File: src/rtl/gray_stream_pkg.sv
// -----------------------------------------------------------------------------
// gray_stream_pkg
// Shared types for the grayscale frame sink.
//   pixel_t       8-bit grayscale sample
//   err_cnt_t     saturating error counter word (ERR_CNT_W bits)
//   sink_state_t  receive FSM states: IDLE, RECV, FLUSH, SWAP
//   sat_inc()     increment that holds at all-ones instead of wrapping
// -----------------------------------------------------------------------------
package gray_stream_pkg;

  localparam int PIXEL_W   = 8;
  localparam int ERR_CNT_W = 16;

  typedef logic [PIXEL_W-1:0]   pixel_t;
  typedef logic [ERR_CNT_W-1:0] err_cnt_t;

  typedef enum logic [1:0] {
    IDLE,
    RECV,
    FLUSH,
    SWAP
  } sink_state_t;

  function automatic err_cnt_t sat_inc(input err_cnt_t cnt, input logic inc);
    return (inc && (cnt != '1)) ? cnt + err_cnt_t'(1) : cnt;
  endfunction

endpackage

File: src/rtl/gray_frame_sink_if.sv
// -----------------------------------------------------------------------------
// gray_frame_sink_if
// Avalon-ST pixel stream between the convolution filter (master) and the
// frame sink (slave).
//   data_in           pixel, master -> slave
//   startofpacket_in  first pixel of a frame, master -> slave
//   endofpacket_in    last pixel of a frame, master -> slave
//   valid_in          beat valid, master -> slave
//   ready_out         sink can accept a beat, slave -> master
// A beat transfers on a rising edge where valid_in && ready_out.
// -----------------------------------------------------------------------------
interface gray_frame_sink_if;
  import gray_stream_pkg::*;

  pixel_t data_in;
  logic   startofpacket_in;
  logic   endofpacket_in;
  logic   valid_in;
  logic   ready_out;

  modport master (
    output data_in, startofpacket_in, endofpacket_in, valid_in,
    input  ready_out
  );

  modport slave (
    input  data_in, startofpacket_in, endofpacket_in, valid_in,
    output ready_out
  );

endinterface

File: src/rtl/gray_frame_bank.sv
// -----------------------------------------------------------------------------
// gray_frame_bank
// Ping-pong frame store: two banks of N pixels in one simple dual-port RAM.
//   clk, reset   clock; synchronous active-high reset (read register only)
//   we           write enable
//   wr_bank      bank selected for the write
//   wr_addr      pixel index within the bank, raster order
//   wr_data      pixel to store
//   rd_bank      bank selected for the read
//   rd_addr      pixel index within the bank, raster order
//   rd_data      registered read data, one cycle after rd_bank/rd_addr
// Addresses beyond N-1 on the read side return 0.
// -----------------------------------------------------------------------------
module gray_frame_bank
  import gray_stream_pkg::*;
#(
  parameter int N  = 36,
  parameter int AW = 6
) (
  input  logic          clk,
  input  logic          reset,
  input  logic          we,
  input  logic          wr_bank,
  input  logic [AW-1:0] wr_addr,
  input  pixel_t        wr_data,
  input  logic          rd_bank,
  input  logic [AW-1:0] rd_addr,
  output pixel_t        rd_data
);

  localparam logic [AW-1:0] LAST_IDX = AW'(N - 1);

  // NOTE: the array has no reset so it maps onto block RAM; frame contents
  // are only meaningful once a whole frame has been committed into a bank.
  pixel_t mem [2][N];

  pixel_t rd_data_d;
  pixel_t rd_data_q;

  // NOTE: sequential state is always assigned with <= so every flop samples
  // the pre-edge values of its inputs, independent of process order.
  always_ff @(posedge clk) begin
    if (we) begin
      mem[wr_bank][wr_addr] <= wr_data;
    end
  end

  // NOTE: every always_comb output gets a default before any branch so no
  // path leaves it unassigned and no latch is inferred.
  always_comb begin
    rd_data_d = '0;
    if (rd_addr <= LAST_IDX) begin
      rd_data_d = mem[rd_bank][rd_addr];
    end
  end

  always_ff @(posedge clk) begin
    if (reset) begin
      rd_data_q <= '0;
    end else begin
      rd_data_q <= rd_data_d;
    end
  end

  assign rd_data = rd_data_q;

endmodule

File: src/rtl/gray_frame_sink.sv
// -----------------------------------------------------------------------------
// gray_frame_sink
// Receives the filtered Avalon-ST grayscale stream, checks SOP/EOP framing
// against WIDTH x HEIGHT, and fills the back bank of a ping-pong frame
// buffer. A correctly framed packet is committed by swapping banks once the
// reader is not mid-frame, so the reader always sees a whole frame.
// Malformed packets are discarded and reported.
//
// Parameters: WIDTH, HEIGHT  frame size in pixels (N = WIDTH*HEIGHT)
// Ports:
//   clk, reset      clock; synchronous active-high reset
//   s               stream slave (data/SOP/EOP/valid in, ready out)
//   rd_addr         read index into the front bank, raster order
//   rd_data         registered read data (1-cycle latency)
//   rd_busy         reader mid-frame; holds a pending bank swap
//   front_bank      bank currently exposed to the reader
//   frame_done      one-cycle pulse on bank swap
//   err_pulse       one-cycle pulse the cycle after any framing error
//   err_no_sop      beats dropped in IDLE for lacking SOP (saturating)
//   err_framing     short frames and restarts by early SOP (saturating)
//   err_long        frames exceeding N pixels (saturating)
// Build option: define GRAY_FRAME_SINK_ERR_CNT_EN to implement the three
// error counters; otherwise they read as 0 and no counter flops exist.
// -----------------------------------------------------------------------------
module gray_frame_sink
  import gray_stream_pkg::*;
#(
  parameter  int WIDTH  = 6,
  parameter  int HEIGHT = 6,
  localparam int N      = WIDTH * HEIGHT,
  localparam int AW     = (N > 1) ? $clog2(N) : 1
) (
  input  logic                 clk,
  input  logic                 reset,
  gray_frame_sink_if.slave     s,
  input  logic [AW-1:0]        rd_addr,
  output pixel_t               rd_data,
  input  logic                 rd_busy,
  output logic                 front_bank,
  output logic                 frame_done,
  output logic                 err_pulse,
  output logic [ERR_CNT_W-1:0] err_no_sop,
  output logic [ERR_CNT_W-1:0] err_framing,
  output logic [ERR_CNT_W-1:0] err_long
);

  localparam logic [AW-1:0] LAST_IDX   = AW'(N - 1);
  localparam bit            SINGLE_PIX = (N == 1);

  sink_state_t   state_q, state_d;
  logic [AW-1:0] wr_idx_q, wr_idx_d;
  logic          front_bank_q, front_bank_d;
  logic          frame_done_q, frame_done_d;
  logic          err_pulse_q, err_pulse_d;

  logic          accept;
  logic          we;
  logic [AW-1:0] wr_addr;
  logic          swap;
  logic          ev_no_sop;
  logic          ev_framing;
  logic          ev_long;

  // Ready depends on state alone; reset masks it so nothing is accepted
  // while reset is held, even though the state register is already IDLE.
  assign s.ready_out = !reset && (state_q != SWAP);
  assign accept      = s.valid_in && s.ready_out;

  always_comb begin
    state_d    = state_q;
    wr_idx_d   = wr_idx_q;
    we         = 1'b0;
    wr_addr    = wr_idx_q;
    swap       = 1'b0;
    ev_no_sop  = 1'b0;
    ev_framing = 1'b0;
    ev_long    = 1'b0;

    unique case (state_q)
      IDLE: begin
        if (accept) begin
          if (!s.startofpacket_in) begin
            ev_no_sop = 1'b1;
          end else begin
            we       = 1'b1;
            wr_addr  = '0;
            wr_idx_d = AW'(1);
            if (SINGLE_PIX) begin
              // One-pixel frames are complete on the SOP beat itself.
              wr_idx_d = '0;
              if (s.endofpacket_in) begin
                state_d = SWAP;
              end else begin
                ev_long = 1'b1;
                state_d = FLUSH;
              end
            end else if (s.endofpacket_in) begin
              ev_framing = 1'b1;
              wr_idx_d   = '0;
            end else begin
              state_d = RECV;
            end
          end
        end
      end

      RECV: begin
        if (accept) begin
          we = 1'b1;
          if (s.startofpacket_in) begin
            // A fresh SOP abandons the partial frame and restarts at pixel 0.
            ev_framing = 1'b1;
            wr_addr    = '0;
            wr_idx_d   = AW'(1);
          end else if (wr_idx_q == LAST_IDX) begin
            wr_idx_d = '0;
            if (s.endofpacket_in) begin
              state_d = SWAP;
            end else begin
              ev_long = 1'b1;
              state_d = FLUSH;
            end
          end else if (s.endofpacket_in) begin
            ev_framing = 1'b1;
            wr_idx_d   = '0;
            state_d    = IDLE;
          end else begin
            wr_idx_d = wr_idx_q + AW'(1);
          end
        end
      end

      FLUSH: begin
        // Overlong packet: drop everything up to and including its EOP.
        if (accept && s.endofpacket_in) begin
          state_d = IDLE;
        end
      end

      SWAP: begin
        if (!rd_busy) begin
          swap    = 1'b1;
          state_d = IDLE;
        end
      end

      default: state_d = IDLE;
    endcase
  end

  always_comb begin
    front_bank_d = front_bank_q ^ swap;
    frame_done_d = swap;
    err_pulse_d  = ev_no_sop || ev_framing || ev_long;
  end

  always_ff @(posedge clk) begin
    if (reset) begin
      state_q      <= IDLE;
      wr_idx_q     <= '0;
      front_bank_q <= 1'b0;
      frame_done_q <= 1'b0;
      err_pulse_q  <= 1'b0;
    end else begin
      state_q      <= state_d;
      wr_idx_q     <= wr_idx_d;
      front_bank_q <= front_bank_d;
      frame_done_q <= frame_done_d;
      err_pulse_q  <= err_pulse_d;
    end
  end

  assign front_bank = front_bank_q;
  assign frame_done = frame_done_q;
  assign err_pulse  = err_pulse_q;

`ifdef GRAY_FRAME_SINK_ERR_CNT_EN
  err_cnt_t no_sop_cnt_q, no_sop_cnt_d;
  err_cnt_t framing_cnt_q, framing_cnt_d;
  err_cnt_t long_cnt_q, long_cnt_d;

  always_comb begin
    no_sop_cnt_d  = sat_inc(no_sop_cnt_q, ev_no_sop);
    framing_cnt_d = sat_inc(framing_cnt_q, ev_framing);
    long_cnt_d    = sat_inc(long_cnt_q, ev_long);
  end

  always_ff @(posedge clk) begin
    if (reset) begin
      no_sop_cnt_q  <= '0;
      framing_cnt_q <= '0;
      long_cnt_q    <= '0;
    end else begin
      no_sop_cnt_q  <= no_sop_cnt_d;
      framing_cnt_q <= framing_cnt_d;
      long_cnt_q    <= long_cnt_d;
    end
  end

  assign err_no_sop  = no_sop_cnt_q;
  assign err_framing = framing_cnt_q;
  assign err_long    = long_cnt_q;
`else
  assign err_no_sop  = '0;
  assign err_framing = '0;
  assign err_long    = '0;
`endif

  // Writes always target the back bank; reads always see the front bank as
  // registered, so a read issued in the swap cycle still returns old data.
  gray_frame_bank #(
    .N  (N),
    .AW (AW)
  ) u_bank (
    .clk     (clk),
    .reset   (reset),
    .we      (we),
    .wr_bank (!front_bank_q),
    .wr_addr (wr_addr),
    .wr_data (s.data_in),
    .rd_bank (front_bank_q),
    .rd_addr (rd_addr),
    .rd_data (rd_data)
  );

endmodule

File: src/flat_wrapper.sv
// flat-port wrapper written by rule: the top's interface ports become plain ports
module gray_frame_sink_flat import gray_stream_pkg::*;
#(
  parameter  int WIDTH  = 6,
  parameter  int HEIGHT = 6,
  localparam int N      = WIDTH * HEIGHT,
  localparam int AW     = (N > 1) ? $clog2(N) : 1
)
  (clk, reset, rd_addr, rd_data, rd_busy, front_bank, frame_done, err_pulse, err_no_sop, err_framing, err_long, s_data_in, s_startofpacket_in, s_endofpacket_in, s_valid_in, s_ready_out);
  gray_frame_sink_if s_i ();
  input  logic clk;
  input  logic reset;
  input  logic [AW-1:0] rd_addr;
  output pixel_t rd_data;
  input  logic rd_busy;
  output logic front_bank;
  output logic frame_done;
  output logic err_pulse;
  output logic [ERR_CNT_W-1:0] err_no_sop;
  output logic [ERR_CNT_W-1:0] err_framing;
  output logic [ERR_CNT_W-1:0] err_long;
  input wire logic [$bits(s_i.data_in)-1:0] s_data_in;
  input wire logic [$bits(s_i.startofpacket_in)-1:0] s_startofpacket_in;
  input wire logic [$bits(s_i.endofpacket_in)-1:0] s_endofpacket_in;
  input wire logic [$bits(s_i.valid_in)-1:0] s_valid_in;
  output wire logic [$bits(s_i.ready_out)-1:0] s_ready_out;
  assign s_i.data_in = s_data_in;
  assign s_i.startofpacket_in = s_startofpacket_in;
  assign s_i.endofpacket_in = s_endofpacket_in;
  assign s_i.valid_in = s_valid_in;
  assign s_ready_out = s_i.ready_out;
  gray_frame_sink #(.WIDTH(WIDTH), .HEIGHT(HEIGHT)) u_core (.clk(clk), .reset(reset), .s(s_i), .rd_addr(rd_addr), .rd_data(rd_data), .rd_busy(rd_busy), .front_bank(front_bank), .frame_done(frame_done), .err_pulse(err_pulse), .err_no_sop(err_no_sop), .err_framing(err_framing), .err_long(err_long));
endmodule
File: config.mk
export PLATFORM = sky130hd
export DESIGN_NAME = gray_frame_sink_flat
export DESIGN_NICKNAME = d
export VERILOG_FILES = /design/src/rtl/gray_stream_pkg.sv /design/src/rtl/gray_frame_sink_if.sv /design/src/rtl/gray_frame_bank.sv /design/src/rtl/gray_frame_sink.sv /design/src/flat_wrapper.sv
export SDC_FILE = /design/constraint.sdc
export NUM_CORES = 1
export LEC_CHECK = 0
export ABC_AREA = 0
export CAP_MARGIN = 5
export CORE_ASPECT_RATIO = 0.75
export CORE_MARGIN = 5
export CORE_UTILIZATION = 35
export CTS_BUF_LIST = sky130_fd_sc_hd__clkbuf_8
export CTS_CLUSTER_DIAMETER = 80
export DETAILED_ROUTE_END_ITERATION = 16
export PLACE_DENSITY = 0.46
export SLEW_MARGIN = 20
export SYNTH_ARGS = -nofsm -noshare
export SYNTH_HDL_FRONTEND = slang
export SYNTH_SLANG_ARGS = --single-unit
File: constraint.sdc
create_clock -name clk -period 5.2 [get_ports clk]
set_input_delay 0.52 -clock clk [delete_from_list [all_inputs] [get_ports clk]]
set_output_delay 0.52 -clock clk [all_outputs]
set_load 0.02 [all_outputs]
==> results.toml, run 1 <==
[clocking]
post_cts_resized = 0
cts.sinks = 595
cts_hold_buf = 0
cts_buffers = 94
clock_latency_ns = 0.67
cts_max_level = 3
clock_path_buffers = 3
cts_tree = "done"
path_clk_slew_ns = 0.07
postCtsSetupBuffers = 0
root_buffer = "clkbuf_8"

[drt]
avgViaCountPerCell = 5.14
drt_pre_antenna_iters = 5
finalWirelength_um = 60500
drcViolationCount = 0
vias = 11400
post_drt_wl_per_cell_um = 27.1
postRouteAntennaNets = 0
drtIter0Drc = 1083

[synth]
synth_ff_type = "edfxtp_1"
yosys_warnings = 0
yosysTopAreaCellShare = 0.731
syn_inst = 1173
ys_top_cells_by_count = "576 x edfxtp_1, 155 x mux4_2, 95 x nor2_1, 57 x buf_4, 44 x nand2_1"
yosys-top-cells-area = "edfxtp_1 73%, mux4_2 15%, buf_4 1.8%"
avgSynthCellArea_um2 = 20.2
synth_cell_types = 46
yosysSeqAreaShare = 0.747
ys_ff_latch = 595
yosysTopAreaCell = "edfxtp_1"
synth_edf_count = 576
synth_area_mm2 = 0.0237
synthArstFlopShare = 0
synth.most_common_cell = "edfxtp_1"

[timing]
slew_violations = 0
hold_violations = 0
worstMarginPinSlew_ns = 1.07
finalSetupTns_ns = 0
skew_ns = 0.0291
max_clock_freq_mhz = 296
finalSetupViolCount = 0
min_period_ns = 3.38
rsz0062_at_grt = "false"
max_slew_margin = 0.289
min_period_over_period = 0.649
timing.final.ws_setup_ns = 1.82

[floorplanning]
fp.dieH_um = 235
die_x_um = 310
dieArea_mm2 = 0.0729
initial_core_util = 0.354
pin_count = 80
rows = 82
coreArea_mm2 = 0.0669

[setup_path]
regToRegSetupSlack_ns = 1.82
startpoint_type = "flip-flop"
cp_max_fo = 32
r2r-start = "u_core.front_bank"
cp.required_ns = 5.48
critPathArrivalTime_ns = 3.66
r2r_end = "u_core.u_bank.mem[0][214]"
end_kind = "flip-flop"
reg2reg_depth = 3
crit_type = "reg2reg"

[pwr]
p_int_uw = 7270
comb_power_share = 0.040
seqPwrFrac = 0.561
powerDensity_mw_per_mm2 = 354
ir_worst_vdd_mv = 0.179
pwr-share-clk = 0.399
swShare = 0.225
p_sw_uw = 2110
p_leak_uw = 0.00826

[placement]
dp_hpwl_um = 37900
place_congestion = 0.795
io_buffers = 31
dp.cells = 2057
pre_cts_slack_ns = 1.61

[worst_hold_path]
min_path_type = "in2reg"
min_from = "s_data_in[3]"
hold_path_end = "u_core.u_bank.mem[0][139]"
worstHoldPathCells = 1

[final_layout]
final_layout_size_suffix_gt1_frac = 0.241
nFillCells = 6010
layout.nets = 1292
syn_to_final_growth_pct = 12.1
stdcell_count = 2227
diodes = 0

[grt]
track_usage = 0.166
grt_start_max_net_pins = 73
grt_first_pass_wirelength_um = 86900
overflow = 0
grt_pass1_vias = 11900
antenna_found_initial = 2

[flow_run]
cap_violations = 0

[status]
outcome = "finished clean"
## layout make-up
cell class / instances / area, um2 / share of cell area
Tap cell: 882 / 1100 / 0.0416
Sequential cell: 595 / 17700 / 0.667
Inverter: 3 / 11.3 / 0.000425
Clock inverter: 64 / 290 / 0.0109
Clock buffer: 106 / 1460 / 0.0550
Timing Repair Buffer: 60 / 507 / 0.0191
Multi-Input combinational cell: 517 / 5460 / 0.206
## state kept, by name (all words and copies together) (netlist names)
signal and count:
u_core.err_pulse 1, u_core.frame_done 1, u_core.front_bank 1, u_core.state_q 2, u_core.u_bank.mem 576, u_core.u_bank.rd_data 8
u_core.wr_idx_q 6
## worst max path at each step
| stage | endpoint | from | slack (ns) | depth (start not counted) |
|---|---|---|---|---|
| 3_3_place_gp | u_core.u_bank.mem[1][128] | reset | 1.65 | 6 |
| 2_1_floorplan | u_core.u_bank.mem[1][224] | reset | 2.69 | 6 |
| 4_1_cts | u_core.u_bank.rd_data[1] | u_core.front_bank | 1.79 | 5 |
| 3_5_place_dp | u_core.u_bank.mem[1][10] | reset | 1.61 | 6 |
| 6_report | u_core.u_bank.mem[0][214] | u_core.front_bank | 1.82 | 3 |
| 5_1_grt | u_core.u_bank.mem[0][217] | u_core.front_bank | 1.59 | 3 |
## power groups by stage
stage | combinational (uW) | clock [uW] | sequential [uW]
6_report | 376 | 3740 | 5270
2_1_floorplan | 201 | 0 | 5370
5_1_grt | 401 | 4070 | 5260
4_1_cts | 382 | 3850 | 5270
3_5_place_dp | 383 | 0 | 5370
3_3_place_gp | 382 | 0 | 5370
## worst max-delay path: stages, from the launching register on
cell     delay (ns)
dfxtp_4        0.78
buf_4          0.58
nand3_1        0.69
nor2_1         0.82
## stage by stage
| stage | hold slack [ns] | power, uW | cell area (um2) | util |
|---|---|---|---|---|
| 2_1_floorplan | 0.492 | 5570 | 23800 | - |
| 3_3_place_gp | 0.552 | 5750 | 24800 | 0.370 |
| 3_5_place_dp | 0.547 | 5750 | 24800 | 0.370 |
| 4_1_cts | 0.187 | 9500 | 26500 | 0.396 |
| 5_1_grt | 0.171 | 9740 | 26500 | 0.396 |
| 6_report | 0.237 | 9390 | 26500 | 0.396 |
## kinds of logic after synthesis
kind of cell,Yosys count,synth area share
muxes,191,0.163
AOI/OAI and AO/OA,66,0.0183
other,1,0.000159
xor gates and xnor gates,2,0.000741
adders and majority gates,1,0.000529
DFF,595,0.747
buffers and inverters,108,0.0294
and+or+nand+nor,209,0.0403
## metal layers
metal	routed length, um	global-route usage	up-vias
li1	-	-	4896
met1	29300	0.252	6130
met2	26000	0.234	342
met3	4270	0.0556	77
met4	831	0.0311	0
met5	0	0	-
## layout by cell type (no fill, tap or decap), types with 3 or more instances in the layout
cell type and instances:
clkbuf_8 106, o21ai_0 11, nor3b_1 5, nor2_1 94, mux2i_1 30, o221ai_1 4, clkinv_1 19, or2_2 4
clkinvlp_4 4, nand3_1 14, nand3b_1 5, nor3_1 14, a211oi_1 5, mux4_2 155, nand2b_1 4, edfxtp_1 576
a221oi_1 3, buf_2 9, o211ai_1 6, inv_1 39, mux2_2 6, and3_1 3, clkdlybuf4s50_1 20, nand2_1 44
nor2b_1 12, clkinv_2 3, o21ai_1 6, conb_1 48, buf_4 28, or3_1 3, a21oi_1 13, o22ai_1 6
dfxtp_1 18
Power figures use the tool's default switching activity.
==> run 2, diff against run 1 <==
==> constraint.sdc (replaced) <==
create_clock -name clk -period 3.35 [get_ports clk]
set_input_delay 0.335 -clock clk [delete_from_list [all_inputs] [get_ports clk]]
set_output_delay 0.335 -clock clk [all_outputs]
set_load 0.02 [all_outputs]
==> run 2 against run 1 <==
Effect of this change: combinational power rose by 58%; critical path depth rose by 2; clock skew rose by 0.0087 ns; design area rose by 2.9%; clock power rose by 52%; power rose by 54%; largest power group unchanged.
==> results.toml, run 2 (same netlist as run 1, synthesis figures left out) <==
[placement]
place_congestion = 0.785
post_dp_cell_area_mm2 = 0.0255
io_buffers = 31
pre_cts_slack_ns = 0.223
dp.cells = 2149
dp_hpwl_um = 38300

[grt]
antenna_found_initial = 2
grt_pass1_vias = 12000
grt_first_pass_wirelength_um = 86600
grt_start_max_net_pins = 73
track_usage = 0.165
overflow = 0

[floorplanning]
initial_core_util = 0.354
pin_count = 80
rows = 82
die_x_um = 310
dieArea_mm2 = 0.0729
coreArea_mm2 = 0.0669
fp.dieH_um = 235

[clocking]
cts_buffers = 95
cts.sinks = 595
path_clk_slew_ns = 0.06
clock_latency_ns = 0.68
cts_hold_buf = 1
post_cts_resized = 0
cts_tree = "done"
postCtsSetupBuffers = 0
cts_max_level = 3
clock_path_buffers = 3
root_buffer = "clkbuf_8"

[setup_path]
end_kind = "flip-flop"
cp.required_ns = 3.90
startpoint_type = "flip-flop"
worstPathCellList = "buf_4 -> mux4_2 -> mux4_2 -> mux2i_1 -> o221ai_1"
reg2reg_depth = 5
crit_top_cell = "mux4_2"
r2r_end = "u_core.u_bank.rd_data[7]"
cp_max_fo = 31
crit_buf_inv = 1
cpLargestDelayFamily = "multiplexers"
regToRegSetupSlack_ns = 0.40
r2r-start = "u_core.front_bank"
crit_type = "reg2reg"
cp.depth = 5
slowest_delay_ns = 0.78
critPathArrivalTime_ns = 3.49
critPathLaunch = "u_core.front_bank"
cp-endpoint = "u_core.u_bank.rd_data[7]"
cpMaxStageDelayCell = "dfxtp_4"

[drt]
drcViolationCount = 0
post_drt_wl_per_cell_um = 26.0
avgViaCountPerCell = 5.08
postRouteAntennaNets = 0
vias = 11800
finalWirelength_um = 60400
drt_pre_antenna_iters = 5
drtIter0Drc = 1105

[timing]
rsz0062_at_grt = "false"
worstMarginPinSlew_ns = 0.911
hold_violations = 0
finalSetupViolCount = 0
min_period_over_period = 0.880
timing.final.ws_setup_ns = 0.402
slew_violations = 0
max_clock_freq_mhz = 339
hold-worst-slack_ns = 0.209
finalSetupTns_ns = 0
skew_ns = 0.0378
min_period_ns = 2.95
max_slew_margin = 0.393

[pwr]
p_leak_uw = 0.00878
ir_worst_vdd_mv = 0.259
powerDensity_mw_per_mm2 = 531

[final_layout]
final_common_cell = "edfxtp_1"
syn_to_final_growth_pct = 15.3
final_area_mm2 = 0.0273
layout.nets = 1386
stdcell_count = 2325
regMostFlops = "u_core.u_bank.mem"
largest_register_ffs = 576
final_cell_mix = "576 x edfxtp_1, 155 x mux4_2, 112 x buf_4"
final_layout_size_suffix_gt1_frac = 0.283

[worst_hold_path]
min_path_type = "in2reg"

[status]
outcome = "finished clean"

[flow_run]
cap_violations = 0
-- run 2: cell count changes in the layout (fill, tap and decap cells not counted), moves of 2 or more --
| cell | delta |
|---|---|
| diode_2 | +2 |
| buf_12 | +8 |
| clkbuf_8 | -7 |
| inv_1 | +7 |
| clkinv_2 | +2 |
| clkinvlp_4 | -2 |
| clkinv_1 | +2 |
| buf_4 | +84 |
-- run 2: where the power goes --
group	internal [uW]	total (uW)	leakage [uW]	switching [uW]
clock	2880	5700	0.00103	2820
sequential	8170	8180	0.00533	14.6
combinational	183	594	0.00242	410
total	11200	14500	0.00878	3250
-- run 2: metrics by stage --
step,utilization,power [uW]
2_1_floorplan,-,8650
3_3_place_gp,0.382,8930
3_5_place_dp,0.382,8940
4_1_cts,0.408,14700
5_1_grt,0.408,15000
6_report,0.408,14500
-- run 2: worst min-delay path by stage --
| stage | to | from | slack [ns] | cells after the start |
|---|---|---|---|---|
| 6_report | u_core.u_bank.mem[1][146] | s_data_in[2] | 0.21 | 2 |
| 5_1_grt | u_core.u_bank.mem[1][282] | s_data_in[2] | 0.18 | 2 |
| 4_1_cts | u_core.u_bank.mem[1][282] | s_data_in[2] | 0.15 | 2 |
| 3_5_place_dp | u_core.wr_idx_q[3] | u_core.wr_idx_q[3] | 0.55 | 2 |
| 3_3_place_gp | u_core.wr_idx_q[5] | u_core.wr_idx_q[5] | 0.54 | 2 |
| 2_1_floorplan | u_core.frame_done | rd_busy | 0.41 | 1 |
-- run 2: layout make-up --
class	instances	area (um2)
antenna	2	5.00
clock buffer	99	1360
clock inverter	74	349
fill	6070	39600
inverter	3	11.3
multi-input combinational	517	5450
sequential	595	17700
tap	882	1100
timing repair buffer	153	1310
-- run 2: per-layer routing --
metal / up-vias / part of all wire / GRT usage
met3: 90 / 0.054 / 0.0312
met1: 6270 / 0.49 / 0.261
met2: 365 / 0.43 / 0.236
li1: 5089 / - / -
met4: 0 / 0.021 / 0.0403
met5: - / 0 / 0
==> run 3, diff against run 2 <==
--- a/config.mk
+++ b/config.mk
@@ -7,13 +7,15 @@
 export LEC_CHECK = 0
 export ABC_AREA = 0
 export CAP_MARGIN = 5
+export CELL_PAD_IN_SITES_DETAIL_PLACEMENT = 1
+export CELL_PAD_IN_SITES_GLOBAL_PLACEMENT = 2
 export CORE_ASPECT_RATIO = 0.75
 export CORE_MARGIN = 5
 export CORE_UTILIZATION = 35
 export CTS_BUF_LIST = sky130_fd_sc_hd__clkbuf_8
 export CTS_CLUSTER_DIAMETER = 80
 export DETAILED_ROUTE_END_ITERATION = 16
-export PLACE_DENSITY = 0.46
+export PLACE_DENSITY = 0.57
 export SLEW_MARGIN = 20
 export SYNTH_ARGS = -nofsm -noshare
 export SYNTH_HDL_FRONTEND = slang
==> run 3 against run 2 <==
Effect of this change: combinational power up 3%; register-to-register slack better by 0.09 ns; first-iteration DRC count down 20%; via count down 1.2%; non-clock buffer count down 8; wire length up 1.9%; sequential power about the same; critical endpoint is now u_core.u_bank.rd_data[0]; largest cell class unchanged; largest power group unchanged.
==> results.toml, run 3 (same netlist as run 1, synthesis figures left out) <==
[status]
outcome = "finished clean"

[clocking]
clock_latency_ns = 0.69
root_buffer = "clkbuf_8"
cts_max_level = 3
clock_path_buffers = 3
postCtsSetupBuffers = 0
path_clk_slew_ns = 0.07
cts_buffers = 95
cts_hold_buf = 3
post_cts_resized = 0
cts_tree = "done"
cts.sinks = 595

[worst_hold_path]
min_path_type = "in2reg"

[floorplanning]
initial_core_util = 0.354
pin_count = 80
rows = 82
die_x_um = 310
dieArea_mm2 = 0.0729
fp.dieH_um = 235
coreArea_mm2 = 0.0669

[pwr]
p_sw_uw = 3360
swShare = 0.227
powerDensity_mw_per_mm2 = 543
seqPwrFrac = 0.551
ir_worst_vdd_mv = 0.260
pwr-share-clk = 0.408
p_leak_uw = 0.00875
comb_power_share = 0.041
finalPower_uw = 14800
p_int_uw = 11500

[timing]
worstMarginPinSlew_ns = 0.948
hold_violations = 0
max_slew_margin = 0.368
finalSetupViolCount = 0
finalSetupTns_ns = 0
min_period_ns = 2.86
slew_violations = 0
min_period_over_period = 0.853
rsz0062_at_grt = "false"
skew_ns = 0.0218
max_clock_freq_mhz = 350

[grt]
grt_start_max_net_pins = 73
track_usage = 0.169
overflow = 0
antenna_found_initial = 0
grt_first_pass_wirelength_um = 89800
grt_pass1_vias = 12500

[setup_path]
cp_max_fo = 42
regToRegSetupSlack_ns = 0.49
cp.required_ns = 3.90
critPathArrivalTime_ns = 3.40
r2r-start = "u_core.front_bank"
slowest_delay_ns = 0.67
cp-endpoint = "u_core.u_bank.rd_data[0]"
cpLargestDelayFamily = "multiplexers"
crit_type = "reg2reg"
end_kind = "flip-flop"
r2r_end = "u_core.u_bank.rd_data[0]"
cp.depth = 5
crit_buf_inv = 1
worstPathCellList = "buf_12 -> mux4_2 -> mux4_2 -> a22oi_1 -> o211ai_1"
crit_top_cell = "mux4_2"
critPathLaunch = "u_core.front_bank"
cpMaxStageDelayCell = "dfxtp_4"
reg2reg_depth = 5
startpoint_type = "flip-flop"

[drt]
drcViolationCount = 0
avgViaCountPerCell = 5.02
finalWirelength_um = 61500
vias = 11700
drtIter0Drc = 882
postRouteAntennaNets = 0
post_drt_wl_per_cell_um = 26.5
drt_pre_antenna_iters = 5

[final_layout]
stdcell_count = 2322
final_common_cell = "edfxtp_1"
final_cell_mix = "576 x edfxtp_1, 155 x mux4_2, 102 x buf_4"
final_layout_size_suffix_gt1_frac = 0.284
largest_register_ffs = 576
syn_to_final_growth_pct = 15.5
layout.nets = 1378
final_area_mm2 = 0.0273
regMostFlops = "u_core.u_bank.mem"

[placement]
post_dp_cell_area_mm2 = 0.0255
dp_hpwl_um = 39800
io_buffers = 31
dp.cells = 2139
place_congestion = 0.773

[flow_run]
cap_violations = 0
-- run 3: how the worst min path moves through the flow --
stage                                   from                         to  depth (start not counted)
after floorplan                      rd_busy          u_core.frame_done                          1
after global placement    u_core.wr_idx_q[5]         u_core.wr_idx_q[5]                          2
after detailed placement  u_core.wr_idx_q[5]         u_core.wr_idx_q[5]                          2
after CTS                       s_data_in[7]  u_core.u_bank.mem[0][239]                          1
after global routing            s_data_in[7]  u_core.u_bank.mem[0][239]                          1
final                           s_data_in[7]  u_core.u_bank.mem[0][239]                          1
-- run 3: final cells by class --
cell class | instances | area (um2)
fill | 6448 | 39600
sequential | 595 | 17700
multi-input combinational | 517 | 5450
clock buffer | 101 | 1390
timing repair buffer | 145 | 1240
tap | 882 | 1100
clock inverter | 77 | 438
inverter | 3 | 11.3
antenna | 2 | 5.00
-- run 3: through the flow --
stage	hold WS [ns]	setup WS [ns]	utilization
floorplan	0.412	0.983	-
global placement	0.540	0.257	0.381
detailed placement	0.535	0.187	0.381
CTS	0.185	0.481	0.408
global route	0.205	0.322	0.408
finish	0.219	0.491	0.408
-- run 3: power by group through the flow --
stage | clock network [uW] | logic [uW] | registers, uW
final | 6040 | 610 | 8170
after global routing | 6620 | 654 | 8170
after CTS | 6230 | 620 | 8170
after detailed placement | 0 | 617 | 8330
after global placement | 0 | 609 | 8330
after floorplan | 0 | 312 | 8340
-- run 3: routing by layer --
layer	GRT usage	wire length, um	up-vias
li1	-	-	5076
met1	0.263	30800	6259
met2	0.241	26600	254
met3	0.0408	3170	78
met4	0.0381	1030	0
met5	0	0	-
